**src/rtl/move_cmd_scheduler.sv**
```systemverilog
// Movement command scheduler: a phase FSM (INIT/MOVE/FALL) paced by tick pulses,
// plus a first-word-fall-through FIFO of right/left/up commands for a downstream consumer.
module move_cmd_scheduler #(
  parameter int DEPTH      = 4,
  parameter int INIT_TICKS = 3,
  parameter int FALL_TICKS = 1
) (
  input  logic                     clk,
  input  logic                     rst,
  input  logic                     tick,
  input  logic                     btn_right,
  input  logic                     btn_left,
  input  logic                     btn_up,
  input  logic                     btn_down,
  output logic                     cmd_valid,
  output logic [1:0]               cmd_code,
  input  logic                     cmd_ready,
  output logic [1:0]               phase,
  output logic                     fall_start,
  output logic                     drop,
  output logic [$clog2(DEPTH):0]   fifo_count,
  output logic                     overflow
);

  localparam int AW = $clog2(DEPTH);
  localparam int CW = AW + 1;
  localparam int TW = 8;

  localparam logic [1:0] PH_INIT = 2'b00;
  localparam logic [1:0] PH_MOVE = 2'b01;
  localparam logic [1:0] PH_FALL = 2'b10;

  localparam logic [1:0] CODE_RIGHT = 2'd0;
  localparam logic [1:0] CODE_LEFT  = 2'd1;
  localparam logic [1:0] CODE_UP    = 2'd2;

  logic [1:0]    phase_q, phase_d;
  logic [TW-1:0] tcnt_q, tcnt_d;
  logic          fall_q, fall_d;
  logic          drop_q, drop_d;
  logic          ovf_q, ovf_d;
  logic [AW-1:0] rd_q, rd_d, wr_q, wr_d;
  logic [CW-1:0] count_q, count_d;
  logic [1:0]    mem_q [DEPTH];

  logic          win_down, win_right, win_left, win_up;
  logic          any_btn, lost;
  logic [2:0]    n_btn;
  logic          push, push_ok, pop, full, flush;
  logic [1:0]    push_code;

  // Fixed priority down > right > left > up; any second asserted pulse is a loser.
  assign win_down  = btn_down;
  assign win_right = btn_right & ~btn_down;
  assign win_left  = btn_left & ~btn_down & ~btn_right;
  assign win_up    = btn_up & ~btn_down & ~btn_right & ~btn_left;
  assign n_btn     = 3'(btn_right) + 3'(btn_left) + 3'(btn_up) + 3'(btn_down);
  assign any_btn   = (n_btn != 3'd0);
  assign lost      = (n_btn > 3'd1);
  assign push_code = win_right ? CODE_RIGHT : (win_left ? CODE_LEFT : CODE_UP);

  // Consumer handshake: a command transfers in any cycle where cmd_valid and
  // cmd_ready are both high; cmd_code holds steady while valid waits for ready.
  assign pop  = cmd_valid & cmd_ready;
  assign full = (count_q == CW'(DEPTH));

  always_comb begin
    phase_d = phase_q;
    tcnt_d  = tcnt_q;
    fall_d  = 1'b0;
    drop_d  = 1'b0;
    push    = 1'b0;
    flush   = 1'b0;
    case (phase_q)
      PH_INIT: begin
        drop_d = any_btn;
        if (tick) begin
          if (tcnt_q == TW'(INIT_TICKS - 1)) begin
            phase_d = PH_MOVE;
            tcnt_d  = '0;
          end else begin
            tcnt_d = tcnt_q + 1'b1;
          end
        end
      end
      PH_MOVE: begin
        tcnt_d = '0;
        drop_d = lost;
        if (win_down) begin
          phase_d = PH_FALL;
          fall_d  = 1'b1;
        end else begin
          push = win_right | win_left | win_up;
        end
      end
      PH_FALL: begin
        drop_d = lost | win_down;
        push   = win_right | win_left | win_up;
        if (tick) begin
          if (tcnt_q == TW'(FALL_TICKS - 1)) begin
            phase_d = PH_INIT;
            tcnt_d  = '0;
            flush   = 1'b1;
          end else begin
            tcnt_d = tcnt_q + 1'b1;
          end
        end
      end
      default: begin
        phase_d = PH_INIT;
        tcnt_d  = '0;
        drop_d  = any_btn;
      end
    endcase

    push_ok = push & ~flush & (~full | pop);
    ovf_d   = ovf_q;
    if (push & ~flush & full & ~pop) begin
      ovf_d  = 1'b1;
      drop_d = 1'b1;
    end
    if (push & flush) drop_d = 1'b1;

    // A pop in the flush cycle still completes; everything left is discarded.
    if (flush) begin
      rd_d    = '0;
      wr_d    = '0;
      count_d = '0;
    end else begin
      rd_d    = rd_q + AW'(pop);
      wr_d    = wr_q + AW'(push_ok);
      count_d = count_q + CW'(push_ok) - CW'(pop);
    end
  end

  always_ff @(posedge clk or negedge rst) begin
    if (!rst) begin
      phase_q <= PH_INIT;
      tcnt_q  <= '0;
      fall_q  <= 1'b0;
      drop_q  <= 1'b0;
      ovf_q   <= 1'b0;
      rd_q    <= '0;
      wr_q    <= '0;
      count_q <= '0;
    end else begin
      phase_q <= phase_d;
      tcnt_q  <= tcnt_d;
      fall_q  <= fall_d;
      drop_q  <= drop_d;
      ovf_q   <= ovf_d;
      rd_q    <= rd_d;
      wr_q    <= wr_d;
      count_q <= count_d;
    end
  end

  always_ff @(posedge clk) begin
    if (push_ok) mem_q[wr_q] <= push_code;
  end

  assign cmd_valid  = (count_q != '0);
  assign cmd_code   = cmd_valid ? mem_q[rd_q] : 2'd0;
  assign phase      = phase_q;
  assign fall_start = fall_q;
  assign drop       = drop_q;
  assign fifo_count = count_q;
  assign overflow   = ovf_q;

endmodule

```
**config.mk**
```make
export PLATFORM = sky130hd
export DESIGN_NAME = move_cmd_scheduler
export DESIGN_NICKNAME = d
export VERILOG_FILES = /design/src/rtl/move_cmd_scheduler.sv
export SDC_FILE = /design/constraint.sdc
export NUM_CORES = 1
export LEC_CHECK = 0
export ABC_CLOCK_PERIOD_IN_PS = 3900
export CORE_ASPECT_RATIO = 0.7
export CORE_MARGIN = 3
export CORE_UTILIZATION = 47
export DETAILED_ROUTE_END_ITERATION = 7
export PLACE_DENSITY = 0.68
export SETUP_SLACK_MARGIN = 0.2
export SLEW_MARGIN = 30
export SYNTH_ARGS = -nofsm -noshare
export SYNTH_HDL_FRONTEND = slang
export SYNTH_SLANG_ARGS = --single-unit
```
**constraint.sdc**
```tcl
create_clock -name clk -period 3.9 [get_ports clk]
set_clock_uncertainty 0.1 [all_clocks]
set_input_delay 0.78 -clock clk [delete_from_list [all_inputs] [get_ports clk]]
set_output_delay 0.78 -clock clk [all_outputs]
set_load 0.05 [all_outputs]
```
# Word level (Yosys, flattened, before mapping)
# Memory sizes are Yosys's and may differ from the RTL's.
# Index checks and enable logic that the tools add are counted.
# totals
ff_bits,20
ram_bits,8
out_inout_bits,11
word_cells,84
memories,1
# memory_table
name,depth,width,rd,rd_ports_with_merged_regs,write_ports,line,text
mem_q,4,2,1,0,1,44,logic [1:0] mem_q [DEPTH];
# op_classes
add_sub_neg,8
order_cmp,1
eq_ne,9
mux,29
bitwise,22
n_reduce_logical,6
# ops
operator,n
$mux W8,4
$mux W2,10
$pmux W8 S2,1
$and A1 B1 Y1,12
$mux W1,10
$ne A2 B2 Y1 const B,5
$add A8 B1 Y8 const B,1
$eq A8 B2 Y1 const B,1
$logic_not A8 Y1,1
$add A3 B1 Y3,2
$not A1 Y1,6
$pmux W2 S3,1
$reduce_bool A3 Y1,2
$reduce_and A5 Y1,1
$add A2 B1 Y2,2
$or A1 B1 Y1,4
$pmux W1 S2,2
$add A2 B1 Y3,1
$eq A3 B3 Y1 const B,1
$gt A3 B1 Y1 const B,1
$mux W3,1
$sub A3 B1 Y3,1
$add A1 B1 Y2,1
$eq A2 B1 Y1 const B,1
other kinds (3),3

# Longest topological paths before layout
# Gate-level depths: netlist (run 1).
# logic_depth
depth_word,12
ltp_mapped,15
depth_no_buf,13

# Least setup slack after synthesis (run 1)
# Ideal clock, no wire load.
# synth_path
kind,reg2reg
start,"register phase_q[1], in the netlist phase[1]"
end,"register count_q[2], in the netlist fifo_count[2]"
setup_time_ns,0.136
arrival_ns,3.172
required_time_ns,3.664
path_slack_ns,0.492
stages_incl_launch_ff,15
path_buffers,2
period_less_slack_ns,3.408
path_cell_list,dfrtp_1 ha_1 buf_2 nor2_1 nor4b_1 or3b_1 buf_6 ha_1 inv_1 ha_1 inv_1 fa_1 xor2_1 xnor2_1 nor2_1
# synth_via
elab_chain_cells,8
elab_cells_between_ends,10
cone_classes,2 x add/sub; 2 x eq/ne; 3 x mux; 3 x bitwise
# synth_lines
element,line,text
"start, declared",37,"logic [1:0] phase_q, phase_d;"
"start signal, assigned",147,phase_q <= phase_d;
$eq A2 B2 Y1,74,case (phase_q)
$mux W1,74,
$not A1 Y1,116,push_ok = push & ~flush & (~full | pop);
$and A1 B1 Y1 (2 in series),116,
$add A3 B1 Y3,132,count_d = count_q + CW'(push_ok) - CW'(pop);
$sub A3 B1 Y3,132,
$mux W3 *,125,if (flush) begin
via count_d[2],43,"logic [CW-1:0] count_q, count_d;"
"end signal, assigned",154,count_q <= count_d;
"end, declared",43,
# Mark *: on every way through the listed nets, which the timed path passes. The rest lies on a longest branch.
# A chain may end at the register's enable or synchronous reset.

# Worst setup path in the final report (run 1)
# layout_path
start,input btn_right
end,"register count_q[2], in the netlist fifo_count[2]"
# layout_via
elab_chain_cells,11
elab_cells_between_ends,14
cone_classes,2 x add/sub; 3 x mux; 9 x bitwise
# layout_lines
element,line,text
"start, declared",11,"input logic btn_right,"
$not A1 Y1,"55, 56",
"$and A1 B1 Y1, on equally long branches","55, 56",
$or A1 B1 Y1 / $and A1 B1 Y1 (equally long branches),"93, 98, 56",
$or A1 B1 Y1 *,"93, 98",
$mux W1,89,if (win_down) begin
$pmux W1 S2 *,74,
$and A1 B1 Y1 * (2 in series),116,
$add A3 B1 Y3 *,132,
$sub A3 B1 Y3 *,132,
$mux W3 *,125,
via count_d[2],43,
# Marked as above.

==> key figures, run 1 <==
Placement
  – Port Buffers: 18
  – Hpwl dp: between 2000 and 2500 um
  – Inst Count DP: around 220
  – RePlAce Congestion: around 0.86

Logic synthesis
  – Synth Instances: between 150 and 200
  – Number of flops mapped to enable cells by yosys: 8
  – Post-synth cell types: 46
  – YS warnings: 0
  – Netlist Area Pre-Place: 0.001653 sq mm
  – Ys async rst share: 0.7143
  – Flop and latch count out of synthesis: 28
  – Ys flop type: dfrtp_1
  – Post-Syn Area per Cell: roughly 11 sq um
  – Total nets after synthesis: 175
  – Seq/Total Area, Yosys: 0.4481

Setup path
  – WP data required: 3.98 ns
  – Worst R2R End: fifo_count[2]
  – Critical Path AT: around 3.5 ns
  – CP endpoint kind: flip-flop
  – Reg2Reg Launch Point: phase[0]
  – WS Path Type: primary input to flip-flop
  – CP Max Fanout: 5
  – R2R depth: 13
  – Crit start category: primary input
  – R2r setup slk: ~0.56 ns

Hold path
  – Hold WC Path Type: primary input to asynchronous set/reset pin

Clock tree
  – CTS tree: done
  – Root buffer cell: clkbuf_8
  – CTS Buf Count: 3
  – Clock transition at path regs: approximately 0.10 ns
  – Clock sinks: 28
  – Clock buffer depth: 2
  – H-tree levels: 1
  – Clk Latency, worst-skew pair: between 0.2 and 0.3 ns

STA
  – Max Fclk: 294.4 MHz
  – Setup-failing EPs final: 0
  – Final-report hold violation count: 0
  – Post-layout min period: ~3.4 ns
  – Slew Limit Fails: 0
  – Crit share post-route: 0.8711
  – RSZ-0062 raised after global routing: false
  – Total negative slack: 0 ns
  – Relative slew margins: 0.6202
  – Least-Margin Pin Slew: ~0.56 ns

Flow run
  – MaxCap Viol Count: 0

Layout
  – Ant diodes: 0
  – Final cell count without fillers: 219
  – Synth-to-layout area growth: 18.32%
  – Fill count: 257
  – Most frequent cells in the layout: dfrtp_1 (20), clkdlybuf4s50_1 (17), inv_1 (16)
  – Nets: 196
  – Layout cell share with drive strength beyond 1: 0.1163
  – Commonest non-fill, non-tap cell in the layout: dfrtp_1

Die
  – Die area: roughly 0.0043 sq mm
  – Core footprint: roughly 0.0033 sq mm
  – Num rows: 17
  – Initial Util: 0.5079
  – Die H: ~56 um
  – # IOs: 19
  – Die width: slightly below 80 um

Status
  – Outcome: completed

Global routing
  – Vias in the first global route: about 1200
  – Global-route wire length before repair: about 5600 um
  – Global route total overflow: 0
  – Antenna violations before repair: 0
  – Largest net degree at the start of global routing: 21
  – Total GRT Usage: 0.1660

Drt
  – Routed Antenna Nets: 0
  – DRC: 0
  – Routed length per placed instance: 14.82 um
  – DR iter-0 viols: approximately 110
  – Drt pass-1 iters: 4
  – Vias/cell: around 5.6
  – Routed vias: 1220
  – Final WL: around 3200 um

Power
  – Worst VDD drop: between 500 and 600 uV
  – Power per Cell Area: 788.8 mW/mm^2
  – Leak: 0.8339 nW
synthesized netlist by cell type, types with 3 or more instances:
library cell,count,area [sq um]
nor2b_1,4,25.02
nand2_1,7,26.28
dfrtp_1,20,500.5
nor3_1,5,25.02
xnor2_1,5,43.79
nor4b_1,4,35.03
inv_1,16,60.06
xor2_1,3,26.28
o21ai_0,5,25.02
and2b_2,3,26.28
nand4_1,6,37.54
edfxtp_1,8,240.2
ha_1,13,162.7
nor2_1,12,45.04
repair_timing:
item                                   4_1_cts  5_1_grt
hold buffers                                 0        0
setup buffers                                0        0
setup endpoints to repair                    0        1
endpoints found under the hold margin        0        0
resized for setup                            0        1
registers in the layout, summed over array words and instances (netlist names):
signal / flops
fall_start: 1
phase: 2
fifo_count: 3
tcnt_q: 8
wr_q: 2
rd_q: 2
overflow: 1
mem_q: 8
drop: 1
through the flow:
stage | power (W) | hold slack [ns] | utilization | cell area, sq um | setup WS, ns
floorplan | 0.001080 | 0.3844 | - | 1653 | 0.4916
global placement | 0.001283 | 0.3681 | 0.5786 | 1883 | 0.2220
detailed placement | 0.001311 | 0.3739 | 0.5786 | 1883 | 0.1134
CTS | 0.001551 | 0.3992 | 0.6005 | 1954 | 0.3794
global route | 0.001648 | 0.3679 | 0.6009 | 1956 | 0.3321
finish | 0.001543 | 0.3443 | 0.6009 | 1956 | 0.5027
cell type report:
type / count / area (sq um) / share of cell area
multi-input combinational: 103 / 830.8 / 0.4248
tap: 47 / 58.81 / 0.03007
inverter: 17 / 63.81 / 0.03263
sequential: 28 / 740.7 / 0.3788
clock inverter: 1 / 30.03 / 0.01536
clock buffer: 3 / 41.29 / 0.02111
timing repair buffer: 20 / 190.2 / 0.09725
worst max-delay path, cell delays in order:
cell and delay, ns:
clkdlybuf4s50_1 0.53, nor3_1 0.08, nor4b_2 0.27, or3b_1 0.48
ha_1 0.33, inv_1 0.07, ha_1 0.14, inv_1 0.05
fa_1 0.36, xor2_1 0.18, xnor2_1 0.14, nor2_1 0.05
worst max path at each step:
| stage | start | to | slack, ns | cells after the start |
|---|---|---|---|---|
| global route | phase[0] | fifo_count[2] | 0.33 | 13 |
| CTS | btn_right | fifo_count[2] | 0.38 | 12 |
| finish | btn_right | fifo_count[2] | 0.50 | 12 |
| global placement | btn_right | fifo_count[2] | 0.22 | 12 |
| detailed placement | btn_right | fifo_count[2] | 0.11 | 12 |
| floorplan | phase[1] | fifo_count[2] | 0.49 | 14 |
cells by family after synthesis:
group                    Yosys count  share of synthesized area
AO/OA/AOI/OAI                     23                     0.1014
XOR/XNOR                           8                    0.04239
adder cells (fa/ha/maj)           15                     0.1226
buffers and inverters             21                    0.05299
flip-flops                        28                     0.4481
multiplexers                       3                    0.03406
AND/OR/NAND/NOR                   54                     0.1983
routing by layer:
layer | share of wire | track usage | wire length, um
met1 | 0.48 | 0.2398 | 1545
met5 | 0 | 0 | 0
met3 | 0.071 | 0.05178 | 229
met2 | 0.45 | 0.2432 | 1453
met4 | 0.0052 | 0.03876 | 17
where the power goes:
| group | internal [W] | switching [W] |
|---|---|---|
| Clock | 0.000137 | 0.0000901 |
| Combinational | 0.000338 | 0.000499 |
| Sequential | 0.000386 | 0.0000910 |
| Total | 0.000862 | 0.000680 |
Note: power is estimated with default switching activity, not from simulation.
==> run 2, diff against run 1 <==
Settings changed: ABC_CLOCK_PERIOD_IN_PS 3900 to 3130.
Clock period 3.9 ns to 3.13 ns, I/O delays scaled along.
==> run 2 against run 1 <==
Critical path type unchanged; highest routed layer unchanged; cell count increased by 7.3%; largest power group unchanged; first-iteration DRC count decreased by 31%; critical path depth decreased by 1; utilization increased by 5.6 points; cell area increased by 9.3%; routed wire length increased by 8.0%; sequential share of layout area decreased by 3.1 points; global-route usage increased by 0.33 points; register-to-register slack got worse by 0.25 ns; worst hold slack improved by 0.052 ns; non-clock buffer count increased by 16.
==> key figures, run 2 (synthesized netlist as in run 1, its figures left out) <==
Hold path
  – Hold WC Path Type: flip-flop to flip-flop

Clock tree
  – CTS Buf Count: 3
  – H-tree levels: 1
  – CTS tree: done
  – Clock sinks: 28
  – Root buffer cell: clkbuf_8
  – Clock buffer depth: 2
  – Cts hold-fix bufs: 0
  – Clock transition at path regs: 0.10 ns
  – Clk Latency, worst-skew pair: 0.27 ns

Drt
  – Vias/cell: 5.328
  – Routed vias: around 1300
  – Drt pass-1 iters: 6
  – Final WL: 3507 um
  – Routed length per placed instance: 14.92 um
  – Routed Antenna Nets: 0
  – DR iter-0 viols: between 70 and 80
  – DRC: 0

Setup path
  – CP endpoint kind: flip-flop
  – Crit start category: primary input
  – CP Max Fanout: 2
  – Critical Path AT: roughly 3 ns
  – WS Path Type: primary input to flip-flop
  – WP data required: between 3 and 4 ns

Placement
  – Place WS: -0.1536 ns
  – Hpwl dp: 2596 um
  – RePlAce Congestion: roughly 0.86
  – Port Buffers: 18

Power
  – Clock network power share: 0.099
  – Tot Pwr: roughly 0.002 W
  – NetSw: slightly above 0.0009 W
  – Leak: around 0.91 nW
  – Sw Ratio: 0.4484
  – Power per Cell Area: roughly 950 mW/mm^2
  – Pint: ~0.0011 W
  – Combinational Power Share: 0.607
  – Worst VDD drop: approximately 580 uV
  – Flop pwr share: 0.294

STA
  – Total negative slack: 0 ns
  – Least-Margin Pin Slew: just over 0.6 ns
  – Slew Limit Fails: 0
  – Post-layout min period: around 2.8 ns
  – Fin worst setup slack: approximately 0.28 ns
  – Final-report hold violation count: 0
  – Max Fclk: ~350 MHz
  – RSZ-0062 raised after global routing: false
  – Crit share post-route: 0.9105
  – Relative slew margins: 0.5832
  – Setup-failing EPs final: 0

Die
  – Die H: ~56 um
  – # IOs: 19
  – Initial Util: 0.5079
  – Num rows: 17
  – Core footprint: between 0.003 and 0.004 sq mm
  – Die width: slightly below 80 um
  – Die area: between 0.004 and 0.005 sq mm

Flow run
  – MaxCap Viol Count: 0

Global routing
  – Vias in the first global route: around 1200
  – Total GRT Usage: 0.1692
  – Largest net degree at the start of global routing: 21
  – Global-route wire length before repair: just under 6000 um
  – Global route total overflow: 0
  – Antenna violations before repair: 0

Layout
  – Synth-to-layout area growth: 29.30%
  – Most frequent cells in the layout: dfrtp_1 (18), buf_4 (18), clkdlybuf4s50_1 (15)
  – Layout cell share with drive strength beyond 1: 0.2553
  – Nets: 212
  – Ant diodes: 0

Status
  – Outcome: completed
==> run 2: cell types whose count changed in the layout (fill, tap and decap cells not counted), moves of 2 or more <==
cell	before	now
buf_4	2	18
ha_1	13	8
clkdlybuf4s50_1	17	15
dlygate4sd2_1	0	3
ha_4	0	5
inv_2	1	5
inv_1	16	12
dfrtp_2	0	2
dfrtp_1	20	18
==> run 2: cell type report <==
type	count	area (sq um)
tap	47	58.81
clock buffer	3	41.29
clock inverter	1	3.754
fill	251	1117
timing repair buffer	36	311.5
sequential	28	743.2
multi-input combinational	103	914.6
inverter	17	63.81
==> run 2: stage by stage <==
stage / instance area [sq um] / hold WS [ns] / instances / utilization
6_report: 2137 / 0.3965 / 235 / 0.6567
3_5_place_dp: 2007 / 0.3741 / 224 / 0.6167
2_1_floorplan: 1715 / 0.2304 / 152 / -
5_1_grt: 2137 / 0.4159 / 235 / 0.6567
4_1_cts: 2073 / 0.3985 / 231 / 0.6371
3_3_place_gp: 2007 / 0.3628 / 224 / 0.6167
==> run 2: final timing paths <==
| check | from | endpoint | slack, ns | depth (start not counted) |
|---|---|---|---|---|
| hold reg to reg | overflow | overflow | 0.40 | 1 |
| max in group asynchronous | rst | phase[1] | 2.10 | 2 |
| setup reg to reg | phase[1] | fifo_count[2] | 0.31 | 13 |
| setup / recovery | btn_down | fifo_count[2] | 0.28 | 11 |
| hold / removal | overflow | overflow | 0.40 | 1 |
| min in group asynchronous | rst | tcnt_q[6] | 0.59 | 2 |
==> run 2: critical path, cell delays in order <==
cell and delay (ns):
clkdlybuf4s50_1 0.47, nor4b_4 0.26, or3b_4 0.44, ha_4 0.22, inv_2 0.06, ha_4 0.11, inv_2 0.03, fa_2 0.34
xor2_1 0.17, xnor2_1 0.13, nor2_1 0.06
==> run 2: repair_timing <==
action	in CTS	in global routing
gates resized for setup	4	5
pin swaps	2	2
setup buffers	3	4
hold endpoints to repair	0	0
endpoints found under the setup margin	1	1
==> run 2: per-layer routing <==
layer / routed length [um] / vias to the layer above / global-route usage
met5: 0 / - / 0
met2: 1519 / 40 / 0.2531
met4: 51 / 0 / 0.03101
met3: 170 / 7 / 0.04854
met1: 1766 / 593 / 0.2466
li1: - / 612 / -
==> run 2: power groups by stage <==
| stage | clock network, W | logic, W | registers, W |
|---|---|---|---|
| floorplan | 0 | 0.000663 | 0.000749 |
| global placement | 0 | 0.00109 | 0.000600 |
| detailed placement | 0 | 0.00112 | 0.000608 |
| CTS | 0.000211 | 0.00114 | 0.000599 |
| global route | 0.000226 | 0.00134 | 0.000618 |
| finish | 0.000201 | 0.00123 | 0.000599 |
==> run 3, diff against run 2 <==
Settings changed: CORE_ASPECT_RATIO 0.7 to 2, CTS_CLUSTER_SIZE set to 24.
==> run 3 against run 2 <==
Critical path depth grew 2; die area rose by 0.74%; non-clock buffer count decreased by 3; clock power rose by 40%; setup slack improved by 0.033 ns; power rose by 4.6%; combinational power barely moved; cell count is 8.1% lower; sequential share of layout area decreased by 0.066 points; routed wire length is 0.11% lower; utilization grew 0.12 points; global-route usage increased by 0.93 points.
==> key figures, run 3 (synthesized netlist as in run 1, its figures left out) <==
Placement
  – Hpwl dp: around 2700 um
  – Placed cell areas: 0.001979 sq mm
  – RePlAce Congestion: approximately 0.84
  – Port Buffers: 18

Setup path
  – R2R depth: 13
  – Reg2Reg Launch Point: phase[0]
  – Setup crit start: phase[0]
  – CP endpoint kind: flip-flop
  – Critical Path AT: between 2 and 3 ns
  – WP data required: 3.20 ns
  – Crit start category: flip-flop
  – CP Max Fanout: 3
  – WS Path Type: flip-flop to flip-flop

Drt
  – Drt pass-1 iters: 4
  – Vias/cell: about 5.8
  – Routed vias: ~1300
  – Routed length per placed instance: roughly 16 um
  – DR iter-0 viols: 34
  – Final WL: 3503 um
  – Routed Antenna Nets: 0
  – DRC: 0

Power
  – Power per Cell Area: between 900 and 1000 mW/mm^2
  – Worst VDD drop: a little over 800 uV
  – Leak: between 0.9 and 1 nW

Clock tree
  – Clock transition at path regs: about 0.09 ns
  – CTS tree: done
  – Clock sinks: 28
  – CTS Buf Count: 3
  – H-tree levels: 1
  – Clock buffer depth: 2
  – Clk Latency, worst-skew pair: between 0.2 and 0.3 ns
  – Root buffer cell: clkbuf_8

Layout
  – Most frequent cells in the layout: dfrtp_1 (16), clkdlybuf4s50_1 (14), buf_4 (14)
  – Nets: 209
  – Fill count: between 200 and 250
  – Synth-to-layout area growth: 29.98%
  – Layout cell share with drive strength beyond 1: 0.2649
  – Commonest non-fill, non-tap cell in the layout: dfrtp_1
  – Final instance area: between 0.002 and 0.0025 sq mm
  – Reg area: 745.7 sq um
  – Area of the multi-input gates: a little over 900 sq um
  – Ant diodes: 0

Global routing
  – Total GRT Usage: 0.1785
  – Vias in the first global route: about 1300
  – Largest net degree at the start of global routing: 17
  – Global route total overflow: 0
  – Global-route wire length before repair: 5796 um
  – Antenna violations before repair: 0

Die
  – Die area: between 0.004 and 0.005 sq mm
  – # IOs: 19
  – Die width: about 48 um
  – Core footprint: around 0.0033 sq mm
  – Initial Util: 0.5061
  – Die H: 89.87 um
  – Num rows: 29

STA
  – Post-layout min period: between 2 and 3 ns
  – Crit share post-route: 0.9000
  – Final hold slack: around 0.40 ns
  – Total negative slack: 0 ns
  – Final-report hold violation count: 0
  – Relative slew margins: 0.5776
  – Slew Limit Fails: 0
  – RSZ-0062 raised after global routing: false
  – Least-Margin Pin Slew: about 0.63 ns
  – Setup-failing EPs final: 0
  – Max Fclk: ~360 MHz

Hold path
  – Hold path startpoint: overflow
  – Hold WC Path Type: flip-flop to flip-flop
  – Hold Crit Depth: 1

Flow run
  – MaxCap Viol Count: 0

Status
  – Outcome: completed
## run 3: changes by cell type in the layout (fill, tap and decap cells not counted), sizes merged
cell / delta
dlymetal6s2s: +1
buf: -3
clkdlybuf4s50: -1
clkinv: -1
bufinv: +1
## run 3: path summary, 6_finish.rpt
check	to	slack, ns
worst min register to register	overflow	0.40
worst min-delay path	overflow	0.40
max in group asynchronous	rd_q[0]	1.73
worst max-delay path	fifo_count[2]	0.31
worst max register to register	fifo_count[2]	0.31
min in group asynchronous	wr_q[0]	0.64
## run 3: worst max-delay path: stages, from the launching register on
cell	delay [ns]
dfrtp_2	0.44
inv_2	0.11
ha_4	0.16
nor2_4	0.04
nor4b_4	0.28
or3b_4	0.43
ha_4	0.22
inv_2	0.06
ha_4	0.12
inv_2	0.03
fa_2	0.36
xor2_2	0.15
xnor2_1	0.14
nor2_1	0.06
## run 3: layout make-up
type / instances / share of cell area
inverters: 17 / 0.03087
well taps: 31 / 0.01805
multi-input cells: 103 / 0.4292
flip-flops and latches: 28 / 0.3471
clock inverters: 1 / 0.01398
clock buffers: 3 / 0.01922
repair buffers: 33 / 0.1415
## run 3: per-layer routing
layer,track usage,wire length (um)
met5,0,0
met4,0.06966,56
met3,0.01800,102
met2,0.3197,2087
met1,0.1951,1256
## run 3: what timing repair did
action	4_1_cts	5_1_grt
endpoints found under the setup margin	1	1
setup buffers	0	5
hold buffers	0	0
resized for setup	4	10
pin swaps	2	1
## run 3: stage by stage
| stage | std cells | util | power, W | setup slack [ns] |
|---|---|---|---|---|
| 2_1_floorplan | 152 | - | 0.001411 | 0.05490 |
| 3_5_place_dp | 207 | 0.6061 | 0.001735 | -0.1501 |
| 6_report | 216 | 0.6579 | 0.002128 | 0.3131 |
| 5_1_grt | 216 | 0.6579 | 0.002257 | 0.2091 |
| 4_1_cts | 211 | 0.6276 | 0.002020 | 0.2259 |
| 3_3_place_gp | 207 | 0.6061 | 0.001692 | -0.05546 |
## run 3: report_power, final
part           internal (W)  total (W)  switching [W]
Sequential         0.000484   0.000605       0.000121
Clock              0.000171   0.000281       0.000110
Combinational      0.000552    0.00124       0.000690
